===== src/rtl/conv_pkg.sv =====
// Shared types and helpers for the streaming convolution engine.
package conv_pkg;

    typedef enum logic {
        RUN  = 1'b0,
        COEF = 1'b1
    } conv_state_e;

    // Accumulator width that holds the exact sum of K*K signed pixel*coef products.
    function automatic int unsigned acc_w(input int unsigned data_w,
                                          input int unsigned coef_w,
                                          input int unsigned k);
        return data_w + coef_w + 1 + $clog2(k * k);
    endfunction

    // Clamp to the signed out_w range, then optionally clamp negatives to zero.
    function automatic logic signed [63:0] sat_relu(input logic signed [63:0] value,
                                                   input int unsigned        out_w,
                                                   input logic               relu);
        logic signed [63:0] hi;
        logic signed [63:0] lo;
        logic signed [63:0] res;
        hi = (64'sd1 <<< (out_w - 1)) - 64'sd1;
        lo = -(64'sd1 <<< (out_w - 1));
        if (value > hi) begin
            res = hi;
        end else if (value < lo) begin
            res = lo;
        end else begin
            res = value;
        end
        if (relu && (res < 0)) begin
            res = '0;
        end
        return res;
    endfunction

endpackage


===== src/rtl/conv_stream_if.sv =====
// Kernel-load, pixel-in and result-out signals of conv_stream.
interface conv_stream_if #(
    parameter int unsigned DATA_W = 8,
    parameter int unsigned COEF_W = 8,
    parameter int unsigned OUT_W  = 16
) ();
    logic              relu_en;
    logic              coef_start;
    logic              coef_valid;
    logic [COEF_W-1:0] coef_data;
    logic              coef_busy;
    logic              s_valid;
    logic              s_ready;
    logic [DATA_W-1:0] s_data;
    logic              m_valid;
    logic              m_ready;
    logic [OUT_W-1:0]  m_data;
    logic              m_last;

    modport master (
        output relu_en, coef_start, coef_valid, coef_data, s_valid, s_data, m_ready,
        input  coef_busy, s_ready, m_valid, m_data, m_last
    );

    modport slave (
        input  relu_en, coef_start, coef_valid, coef_data, s_valid, s_data, m_ready,
        output coef_busy, s_ready, m_valid, m_data, m_last
    );
endinterface


===== src/rtl/line_buffer.sv =====
// One image row of delay: output is the word written DEPTH enables ago.
module line_buffer #(
    parameter int unsigned DEPTH = 32,
    parameter int unsigned WIDTH = 8
) (
    input  logic             clock,
    input  logic             nreset,
    input  logic             en_i,
    input  logic [WIDTH-1:0] data_i,
    output logic [WIDTH-1:0] data_o
);
    localparam int unsigned PTR_W = (DEPTH > 1) ? $clog2(DEPTH) : 1;

    logic [WIDTH-1:0] mem_q [DEPTH];
    logic [PTR_W-1:0] ptr_q;

    // Read-before-write: the slot about to be overwritten holds the oldest word.
    assign data_o = mem_q[ptr_q];

    // Circular write pointer; storage clears on reset.
    always_ff @(posedge clock or negedge nreset) begin
        if (!nreset) begin
            for (int i = 0; i < DEPTH; i++) begin
                mem_q[i] <= '0;
            end
            ptr_q <= '0;
        end else if (en_i) begin
            mem_q[ptr_q] <= data_i;
            ptr_q        <= (ptr_q == PTR_W'(DEPTH - 1)) ? '0 : ptr_q + PTR_W'(1);
        end
    end
endmodule


===== src/rtl/conv_stream.sv =====
// Streaming KxK valid-mode convolution with run-time kernel load,
// two-stage multiply / sum+saturate pipeline and valid/ready flow control.
module conv_stream
    import conv_pkg::*;
#(
    parameter int unsigned K      = 3,
    parameter int unsigned DATA_W = 8,
    parameter int unsigned COEF_W = 8,
    parameter int unsigned OUT_W  = 16,
    parameter int unsigned IMG_W  = 32,
    parameter int unsigned IMG_H  = 32
) (
    input  logic          clock,
    input  logic          nreset,
    conv_stream_if.slave  bus
);
    localparam int unsigned KK     = K * K;
    localparam int unsigned ACC_W  = acc_w(DATA_W, COEF_W, K);
    localparam int unsigned PROD_W = DATA_W + COEF_W + 1;
    localparam int unsigned COL_W  = $clog2(IMG_W);
    localparam int unsigned ROW_W  = $clog2(IMG_H);
    localparam int unsigned IDX_W  = $clog2(KK);

    conv_state_e              state_q, state_d;
    logic [IDX_W-1:0]         idx_q, idx_d;
    logic signed [COEF_W-1:0] kernel_q [KK];
    logic [COL_W-1:0]         col_q;
    logic [ROW_W-1:0]         row_q;
    logic [DATA_W-1:0]        win_q [K][K];
    logic [DATA_W-1:0]        col_in [K];
    logic [DATA_W-1:0]        lb_out [K-1];
    logic                     win_vld_q, win_last_q, p1_vld_q, p1_last_q;
    logic signed [PROD_W-1:0] prod_q [KK];
    logic signed [PROD_W-1:0] prod_d [KK];
    logic signed [ACC_W-1:0]  acc;
    logic [OUT_W-1:0]         res_d;
    logic                     m_valid_q, m_last_q;
    logic [OUT_W-1:0]         m_data_q;
    logic                     adv, accept, frame_idle, col_end, row_end, win_hit;

    assign adv        = !m_valid_q || bus.m_ready;
    assign bus.s_ready = (state_q == RUN) && adv;
    assign accept     = bus.s_valid && bus.s_ready;
    assign col_end    = (col_q == COL_W'(IMG_W - 1));
    assign row_end    = (row_q == ROW_W'(IMG_H - 1));
    assign win_hit    = (row_q >= ROW_W'(K - 1)) && (col_q >= COL_W'(K - 1));
    assign frame_idle = (col_q == '0) && (row_q == '0) && !win_vld_q && !p1_vld_q && !m_valid_q;

    assign bus.coef_busy = (state_q == COEF);
    assign bus.m_valid   = m_valid_q;
    assign bus.m_data    = m_data_q;
    assign bus.m_last    = m_last_q;

    // Newest window column: current pixel at the bottom, older rows from the line buffers.
    assign col_in[K-1] = bus.s_data;
    for (genvar j = 0; j < K - 1; j++) begin : g_lb
        logic [DATA_W-1:0] lb_in;
        if (j == 0) begin : g_head
            assign lb_in = bus.s_data;
        end else begin : g_chain
            assign lb_in = lb_out[j-1];
        end
        line_buffer #(
            .DEPTH (IMG_W),
            .WIDTH (DATA_W)
        ) u_lb (
            .clock  (clock),
            .nreset (nreset),
            .en_i   (accept),
            .data_i (lb_in),
            .data_o (lb_out[j])
        );
        assign col_in[K-2-j] = lb_out[j];
    end

    // Mode FSM: kernel load only starts from a fully idle frame.
    always_comb begin
        state_d = state_q;
        idx_d   = idx_q;
        case (state_q)
            RUN: begin
                if (bus.coef_start && frame_idle) begin
                    state_d = COEF;
                end
            end
            COEF: begin
                if (bus.coef_valid) begin
                    if (idx_q == IDX_W'(KK - 1)) begin
                        idx_d   = '0;
                        state_d = RUN;
                    end else begin
                        idx_d = idx_q + IDX_W'(1);
                    end
                end
            end
            default: state_d = RUN;
        endcase
    end

    // FSM state and coefficient index registers.
    always_ff @(posedge clock or negedge nreset) begin
        if (!nreset) begin
            state_q <= RUN;
            idx_q   <= '0;
        end else begin
            state_q <= state_d;
            idx_q   <= idx_d;
        end
    end

    // Kernel storage, written in raster order during load.
    always_ff @(posedge clock or negedge nreset) begin
        if (!nreset) begin
            for (int i = 0; i < KK; i++) begin
                kernel_q[i] <= '0;
            end
        end else if ((state_q == COEF) && bus.coef_valid) begin
            kernel_q[idx_q] <= bus.coef_data;
        end
    end

    // Raster position of the next pixel.
    always_ff @(posedge clock or negedge nreset) begin
        if (!nreset) begin
            col_q <= '0;
            row_q <= '0;
        end else if (accept) begin
            if (col_end) begin
                col_q <= '0;
                row_q <= row_end ? '0 : row_q + ROW_W'(1);
            end else begin
                col_q <= col_q + COL_W'(1);
            end
        end
    end

    // Window shifts left one column per accepted pixel; win_q[0][0] is the top-left tap.
    always_ff @(posedge clock or negedge nreset) begin
        if (!nreset) begin
            for (int r = 0; r < K; r++) begin
                for (int c = 0; c < K; c++) begin
                    win_q[r][c] <= '0;
                end
            end
        end else if (accept) begin
            for (int r = 0; r < K; r++) begin
                for (int c = 0; c < K - 1; c++) begin
                    win_q[r][c] <= win_q[r][c+1];
                end
                win_q[r][K-1] <= col_in[r];
            end
        end
    end

    // Unsigned pixel times signed coefficient, one product per tap.
    always_comb begin
        for (int r = 0; r < K; r++) begin
            for (int c = 0; c < K; c++) begin
                prod_d[r*K+c] = PROD_W'($signed({1'b0, win_q[r][c]})) * PROD_W'(kernel_q[r*K+c]);
            end
        end
    end

    // Exact sum of products, then saturate and optional ReLU.
    always_comb begin
        acc = '0;
        for (int i = 0; i < KK; i++) begin
            acc = acc + ACC_W'(prod_q[i]);
        end
        res_d = OUT_W'(sat_relu(64'(acc), OUT_W, bus.relu_en));
    end

    // Window-valid flag, product stage and output stage all advance together.
    always_ff @(posedge clock or negedge nreset) begin
        if (!nreset) begin
            win_vld_q  <= 1'b0;
            win_last_q <= 1'b0;
            p1_vld_q   <= 1'b0;
            p1_last_q  <= 1'b0;
            for (int i = 0; i < KK; i++) begin
                prod_q[i] <= '0;
            end
            m_valid_q <= 1'b0;
            m_data_q  <= '0;
            m_last_q  <= 1'b0;
        end else if (adv) begin
            win_vld_q  <= accept && win_hit;
            win_last_q <= accept && row_end && col_end;
            p1_vld_q   <= win_vld_q;
            p1_last_q  <= win_last_q;
            if (win_vld_q) begin
                prod_q <= prod_d;
            end
            m_valid_q <= p1_vld_q;
            if (p1_vld_q) begin
                m_data_q <= res_d;
                m_last_q <= p1_last_q;
            end
        end
    end
endmodule

===== src/flat_wrapper.sv =====
// flat-port wrapper written by rule: the top's interface ports become plain ports
module conv_stream_flat import conv_pkg::*;
#(
    parameter int unsigned K      = 3,
    parameter int unsigned DATA_W = 8,
    parameter int unsigned COEF_W = 8,
    parameter int unsigned OUT_W  = 16,
    parameter int unsigned IMG_W  = 32,
    parameter int unsigned IMG_H  = 32
)
  (clock, nreset, bus_relu_en, bus_coef_start, bus_coef_valid, bus_coef_data, bus_s_valid, bus_s_data, bus_m_ready, bus_coef_busy, bus_s_ready, bus_m_valid, bus_m_data, bus_m_last);
  conv_stream_if #(.DATA_W(DATA_W), .COEF_W(COEF_W), .OUT_W(OUT_W)) bus_i ();
  input  logic clock;
  input  logic nreset;
  input wire logic [$bits(bus_i.relu_en)-1:0] bus_relu_en;
  input wire logic [$bits(bus_i.coef_start)-1:0] bus_coef_start;
  input wire logic [$bits(bus_i.coef_valid)-1:0] bus_coef_valid;
  input wire logic [$bits(bus_i.coef_data)-1:0] bus_coef_data;
  input wire logic [$bits(bus_i.s_valid)-1:0] bus_s_valid;
  input wire logic [$bits(bus_i.s_data)-1:0] bus_s_data;
  input wire logic [$bits(bus_i.m_ready)-1:0] bus_m_ready;
  output wire logic [$bits(bus_i.coef_busy)-1:0] bus_coef_busy;
  output wire logic [$bits(bus_i.s_ready)-1:0] bus_s_ready;
  output wire logic [$bits(bus_i.m_valid)-1:0] bus_m_valid;
  output wire logic [$bits(bus_i.m_data)-1:0] bus_m_data;
  output wire logic [$bits(bus_i.m_last)-1:0] bus_m_last;
  assign bus_i.relu_en = bus_relu_en;
  assign bus_i.coef_start = bus_coef_start;
  assign bus_i.coef_valid = bus_coef_valid;
  assign bus_i.coef_data = bus_coef_data;
  assign bus_i.s_valid = bus_s_valid;
  assign bus_i.s_data = bus_s_data;
  assign bus_i.m_ready = bus_m_ready;
  assign bus_coef_busy = bus_i.coef_busy;
  assign bus_s_ready = bus_i.s_ready;
  assign bus_m_valid = bus_i.m_valid;
  assign bus_m_data = bus_i.m_data;
  assign bus_m_last = bus_i.m_last;
  conv_stream #(.K(K), .DATA_W(DATA_W), .COEF_W(COEF_W), .OUT_W(OUT_W), .IMG_W(IMG_W), .IMG_H(IMG_H)) u_core (.clock(clock), .nreset(nreset), .bus(bus_i));
endmodule

===== config.mk =====
export PLATFORM = sky130hd
export DESIGN_NAME = conv_stream_flat
export DESIGN_NICKNAME = d
export VERILOG_FILES = /design/src/rtl/conv_pkg.sv /design/src/rtl/conv_stream_if.sv /design/src/rtl/line_buffer.sv /design/src/rtl/conv_stream.sv /design/src/flat_wrapper.sv
export SDC_FILE = /design/constraint.sdc
export NUM_CORES = 2
export LEC_CHECK = 0
export ABC_AREA = 0
export CORE_MARGIN = 1
export CORE_UTILIZATION = 60
export CTS_CLUSTER_SIZE = 24
export DETAILED_ROUTE_END_ITERATION = 8
export HOLD_SLACK_MARGIN = 0.1
export PLACE_DENSITY_LB_ADDON = 0.25
export SYNTH_ARGS = -nofsm -noshare
export SYNTH_HDL_FRONTEND = slang
export SYNTH_SLANG_ARGS = --single-unit

===== constraint.sdc =====
create_clock -name clock -period 9.9 [get_ports clock]
set_clock_uncertainty 0.2 [all_clocks]
set_input_delay 1.98 -clock clock [delete_from_list [all_inputs] [get_ports clock]]
set_output_delay 1.98 -clock clock [all_outputs]
set_load 0.01 [all_outputs]

Word level (Yosys, flattened, before mapping) --
Cells that the tools add are included.
Word-level totals: flip-flop bits (word level) 856, input bits 23
Cells by class: add/sub/neg operators 13, multiply operators 9, $lt $le $gt $ge 11, eq/ne operators 5, mux-type cells 27, bitwise logic cells 4, reduce and logical (&&, ||, !) cells 26
Operators with widths (number):
- bitwise mux 256 bit | 2
- multiplier 9 x 8 -> 17 bit | 9
- 2-to-1 mux 64 bit | 2
- adder 21 x 17 -> 21 bit | 6
- binary-select mux 8 bit (select 5 bit) | 2
- demux 8 bit (select 5 bit) | 2
- bitwise mux 72 bit | 1
- < comparator 64 x 1 -> 1 bit, second input constant | 1
- 2-to-1 mux 8 bit | 7
- demux 8 bit (select 4 bit) | 1
- > comparator 21 x 16 -> 1 bit, second input constant | 1
- < comparator 21 x 16 -> 1 bit, second input constant | 1
- adder 5 x 1 -> 5 bit, second input constant | 4
- == test 5 bit, second input constant | 4
- 2-to-1 mux 5 bit | 4
- adder 18 x 17 -> 19 bit | 1
- adder 17 x 17 -> 18 bit | 1
- logical AND 1 bit | 16
- 2-to-1 mux 16 bit | 1
- greater-or-equal comparator 6 bit, second input constant | 2
- < comparator 6 x 1 -> 1 bit, second input constant | 2
- inverter 5 -> 6 bit | 2
- greater-or-equal comparator 5 x 2 -> 1 bit, second input constant | 2
- zero test 5 bit | 2
- other kinds (12) | 19

Longest topological paths before layout --
depth in word-level cells 14, depth in mapped cells 32, gate-level depth less buffers 32

By module --
From an unflattened synthesis, not the netlist that was laid out.
Unflattened totals: cell total of the unflattened synthesis 5624, area, all modules 61116.1 µm²
By module, submodules not included:
- conv_stream | instances 1, cells an instance 3881, area an instance 36148.4 µm², seq. area each 8358.0 µm²
- line_buffer (u_core.g_lb[0].u_lb) | instances 1, cells an instance 860, area an instance 12527.0 µm², seq. area each 6531.3 µm²
- line_buffer (u_core.g_lb[1].u_lb) | instances 1, cells an instance 883, area an instance 12440.7 µm², seq. area each 6531.3 µm²

Least setup slack after synthesis --
OpenSTA, ideal clock, no wires.
path type flip-flop to flip-flop, start point reg u_core.prod_q[103] in the netlist's numbering, end point reg u_core.m_data_q[5], in the netlist u_core.bus.m_data[5], data arrival time 7.696 ns, data required time 9.634 ns, path slack 1.938 ns, cell stages (with the launch flop) 31, period minus slack after synthesis 7.962 ns, cells stage by stage dfrtp_1 > inv_1 > fa_1 > inv_1 > ha_1 > fa_1 > a21o_1 > a21o_1 > a21oi_1 > o21ai_0 > a2111oi_0 > o31ai_1 > a21oi_1 > xnor2_1 > fa_1 > inv_1 > fa_1 > fa_1 > fa_1 > inv_1 > ha_1 > a21oi_1 > a21boi_0 > a311oi_1 > a21boi_0 > nor4_1 > nand4b_1 > ha_1 > nor3_1 > clkbuf_1 > a221o_1
Between the ends: longest elaborated chain between the ends 13, elaborated cells between the ends (all ways) 14, those cells by class 7 x add/sub; 3 x order compare; 3 x mux; 1 x reduce/logical
Ends and longest elaborated chain:
- from (decl) | RTL line conv_stream.sv:33 | logic signed [PROD_W-1:0] prod_q [KK];
- from (signal assigned) | RTL line conv_stream.sv:192 | prod_q <= prod_d;
- adder 18 x 17 -> 19 bit * | RTL line conv_stream.sv:168 | acc = acc + ACC_W'(prod_q[i]);
- adder 21 x 17 -> 21 bit * (6 in a row) | RTL line conv_stream.sv:168
- < comparator 21 x 16 -> 1 bit | RTL line conv_pkg.sv:27 | end else if (value < lo) begin
- 2-to-1 mux 64 bit | RTL line conv_pkg.sv:27
- 2-to-1 mux 64 bit * | RTL line conv_pkg.sv:25 | if (value > hi) begin
- < comparator 64 x 1 -> 1 bit | RTL line conv_pkg.sv:32 | if (relu && (res < 0)) begin
- logical AND 1 bit | RTL line conv_pkg.sv:32
- 2-to-1 mux 16 bit * | RTL line conv_pkg.sv:32
- to (signal assigned) | RTL line conv_stream.sv:196 | m_data_q <= res_d;
- to (decl) | RTL line conv_stream.sv:38 | logic [OUT_W-1:0] m_data_q;
Mark *: on every way between the ends. The rest lies on a longest branch, timed or not. A chain may end at the register's enable or synchronous reset.

Worst setup path after layout --
start point reg u_core.prod_q[103] in the netlist's numbering, end point reg u_core.m_data_q[2], in the netlist u_core.bus.m_data[2]
The elaborated chain is that of the path after synthesis.

==> flow_metrics.py <==
metrics = {
    "layout": {
        "nNetsFinal": 6401,
        "design_area_mm2": 0.0644,
        "area_growth_pct": 7.37,
        "fillers": 7578,
        "drive_gt1_share_pct": 14.5,
    },
    "worst_hold_path": {
        "hold_class": "register to register",
        "worstHoldStart": "u_core.prod_q[68]$_DFFE_PN0P_",
        "holdPathStages": 2,
        "hold_path_end": "u_core.prod_q[68]$_DFFE_PN0P_",
    },
    "sta": {
        "tightest_slew_ps": 1190,
        "setup_violations": 0,
        "worst_slack_ps": 1460,
        "max_freq_mhz": 119,
        "relSlewSlack_pct": 20.6,
        "period_minus_slack_ps": 8440,
        "final_max_slew_viol_count": 0,
        "fin_crit_sh_pct": 85.2,
        "hold_viol_final": 0,
        "fin_setup_tns_ps": 0,
        "rsz0062_at_grt": "false",
        "holdWs_ps": 281,
    },
    "synthesis": {
        "synth_edf_count": 0,
        "synth.distinct_cells": 77,
        "ys.warnings.count": 0,
        "synth_top_area_cell": "dfrtp_1",
        "synth_area_leaders": "dfrtp_1 36%, fa_1 15%, ha_1 9.4%",
        "synth_area_per_cell_um2": 10.7,
        "ys_ff_latch": 856,
        "syn-instance-count": 5586,
        "synth_ff_type": "dfrtp_1",
        "yosysTopAreaCellShare_pct": 35.7,
        "ys_seq_area_share_pct": 35.7,
        "synth_nets": 6502,
        "async_flop_share_pct": 100,
        "netlist_area_mm2": 0.0600,
    },
    "place": {
        "pre_cts_ws_ps": 1520,
        "dpl-instance-area_mm2": 0.0613,
        "gp_congestion": 0.931,
        "hpwlAfterDp_mm": 105,
        "port_buffers": 42,
    },
    "critical_path": {
        "cp_max_fo": 15,
        "worstReg2RegStart": "u_core.prod_q[103]$_DFFE_PN0P_",
        "cpMostUsedCell": "fa_1",
        "r2r_end": "u_core.bus.m_data[2]$_DFFE_PN0P_",
        "critPathTopFamily": "adder cells",
        "worstSetupEndpointType": "register",
        "crit_slowest_cell": "a2111oi_0",
        "crit_buf_inv": 5,
        "ff2ff_setup_slack_ps": 1460,
        "required_ps": 10270,
        "cp-start-kind": "register",
        "crit_type": "register to register",
        "crit_path_max_incr_delay_ps": 610,
        "rr_worst_depth": 31,
        "arrival_ps": 8810,
    },
    "clock_network": {
        "numCtsBuffers": 93,
        "clockRootBuffer": "clkbuf_16",
        "cts_max_path_buffers": 3,
        "cts_tree": "yes",
        "insertion_delay_ps": 710,
        "clkTransAtPathRegs_ps": 60,
        "cts_setup_buffers": 0,
        "holdBufCountCts": 0,
        "cts.sinks": 856,
        "cts_resized": 0,
        "cts_max_level": 3,
    },
    "grt": {
        "grt_antenna_before_repair": 9,
        "grt_pass1_wl_mm": 237,
        "grt_max_degree": 182,
        "grt_overflow_total": 0,
        "grt_pass1_vias": 41977,
        "grtUsageTotal_pct": 29.9,
    },
    "route": {
        "routed.top_layer": "met5",
        "drc_errors": 0,
        "viasPerCell": 5.92,
        "wirelength_mm": 146,
        "wl_per_cell_um": 21.3,
        "wl_met3_mm": 8.87,
        "detail-route-antenna-nets": 0,
        "wl_met1_mm": 62.6,
        "dr.pass1.iters": 6,
        "drt_iter0_drc": 2958,
        "via_count": 40534,
        "route.met2.wl_mm": 68.9,
    },
    "floorplan": {
        "rows": 115,
        "die_area_mm2": 0.101,
        "core-area_mm2": 0.0987,
        "die_height_um": 318,
        "start_util_pct": 60.8,
        "pin_count": 43,
        "die_w_um": 318,
    },
    "power": {
        "peakVddDrop_mv": 0.250,
        "powerDensity_mw_per_mm2": 223,
        "power.leakage_nw": 31.6,
    },
    "outcome": {
        "outcome": "finished, final reports clean",
    },
    "job": {
        "drv_cap": 0,
    },
}
-- flip-flops by register name, indices dropped and copies added (netlist names), 4 cells and up --
name / cells
u_core.g_lb.u_lb.mem_q: 512
u_core.prod_q: 153
u_core.kernel_q: 72
u_core.win_q: 72
u_core.bus.m_data: 16
u_core.g_lb.u_lb.ptr_q: 10
u_core.col_q: 5
u_core.row_q: 5
u_core.idx_q: 4
-- cells by family (layout without fill, tap and decap cells) --
| family | Yosys count | in the layout | share of synthesized area (%) |
|---|---|---|---|
| buffers and inverters | 941 | 909 | 6.08 |
| adders and majority gates | 893 | 893 | 24.2 |
| DFF | 856 | 856 | 35.7 |
| and+or+nand+nor | 1497 | 1497 | 11.5 |
| AOI/OAI and AO/OA | 676 | 676 | 7.02 |
| xor gates and xnor gates | 140 | 140 | 2.04 |
| muxes | 583 | 583 | 13.5 |
| other | 0 | 4 | 0 |
-- cell usage in the layout (no fill, tap or decap), types with 73 or more instances in the layout --
master,instances
a21oi_1,177
a31oi_1,119
and2_1,290
clkbuf_16,93
dfrtp_1,852
fa_1,444
ha_1,449
inv_1,665
mux2_2,430
mux4_2,133
nand2_1,602
nand2b_1,79
nor2_1,363
o21ai_0,185
xnor2_1,73
-- worst register-to-register path: cells and delay by family (launching register included) --
kind	cells	cell delay, ps
xor+xnor	1	190
simple gates	4	620
flops	1	340
fa+ha+maj	9	3610
compound gates	12	2870
buf+inv	5	460
-- where the power goes --
| group | internal [W] | leakage, nW | switching (W) |
|---|---|---|---|
| logic | 0.00221 | 18.8 | 0.00287 |
| clock network | 0.00199 | 1.51 | 0.00154 |
| registers | 0.00458 | 11.3 | 0.00117 |
| total | 0.00877 | 31.6 | 0.00558 |
-- synthesized netlist by cell type (12+ instances only) --
master and n:
dfrtp_1 856, inv_1 665, nand2_1 604, ha_1 449
fa_1 444, mux2_2 430, nor2_1 363, and2_1 291
clkbuf_1 215, o21ai_0 185, a21oi_1 177, mux4_2 133
a31oi_1 119, nand2b_1 79, xnor2_1 73, xor2_1 67
nor3_1 46, nand3_1 32, nor2b_1 25, a21o_1 22
buf_1 22, buf_2 20, or3_1 16, a221o_1 15
a22oi_1 13, or2_2 13, o31ai_1 12
-- routing by layer --
metal | up-vias | GRT usage [%]
met1 | 20814 | 41.8
met2 | 1168 | 47.7
met3 | 259 | 4.64
li1 | 18289 | -
met4 | 4 | 10.6
met5 | - | 0
-- stage by stage --
| stage | utilization, % | power (W) | std cells |
|---|---|---|---|
| after floorplan | - | 0.00911 | 5586 |
| after global placement | 62.1 | 0.0106 | 6677 |
| after detailed placement | 62.1 | 0.0108 | 6677 |
| after CTS | 65.3 | 0.0144 | 6841 |
| after global routing | 65.3 | 0.0151 | 6841 |
| final | 65.3 | 0.0144 | 6845 |
-- final cells by class --
| class | count | area, um^2 | area share [%] |
|---|---|---|---|
| multi-input cells | 3789 | 35000 | 54.3 |
| repair buffers | 79 | 761 | 1.18 |
| well taps | 1287 | 1610 | 2.50 |
| flip-flops and latches | 856 | 21400 | 33.3 |
| diodes | 4 | 10.0 | 0.0155 |
| clock buffers | 121 | 2570 | 3.99 |
| inverters | 666 | 2500 | 3.88 |
| clock inverters | 43 | 543 | 0.843 |
-- worst max-delay path by stage --
stage	cells after the start	to	start	slack, ps
after global routing	31	u_core.bus.m_data[2]$_DFFE_PN0P_	u_core.prod_q[103]$_DFFE_PN0P_	930
after CTS	31	u_core.bus.m_data[2]$_DFFE_PN0P_	u_core.prod_q[103]$_DFFE_PN0P_	1500
after global placement	31	u_core.bus.m_data[2]$_DFFE_PN0P_	u_core.prod_q[103]$_DFFE_PN0P_	1700
after floorplan	30	u_core.bus.m_data[5]$_DFFE_PN0P_	u_core.prod_q[103]$_DFFE_PN0P_	1940
final	31	u_core.bus.m_data[2]$_DFFE_PN0P_	u_core.prod_q[103]$_DFFE_PN0P_	1460
after detailed placement	31	u_core.bus.m_data[2]$_DFFE_PN0P_	u_core.prod_q[103]$_DFFE_PN0P_	1520
Power figures use the tool's default switching activity.
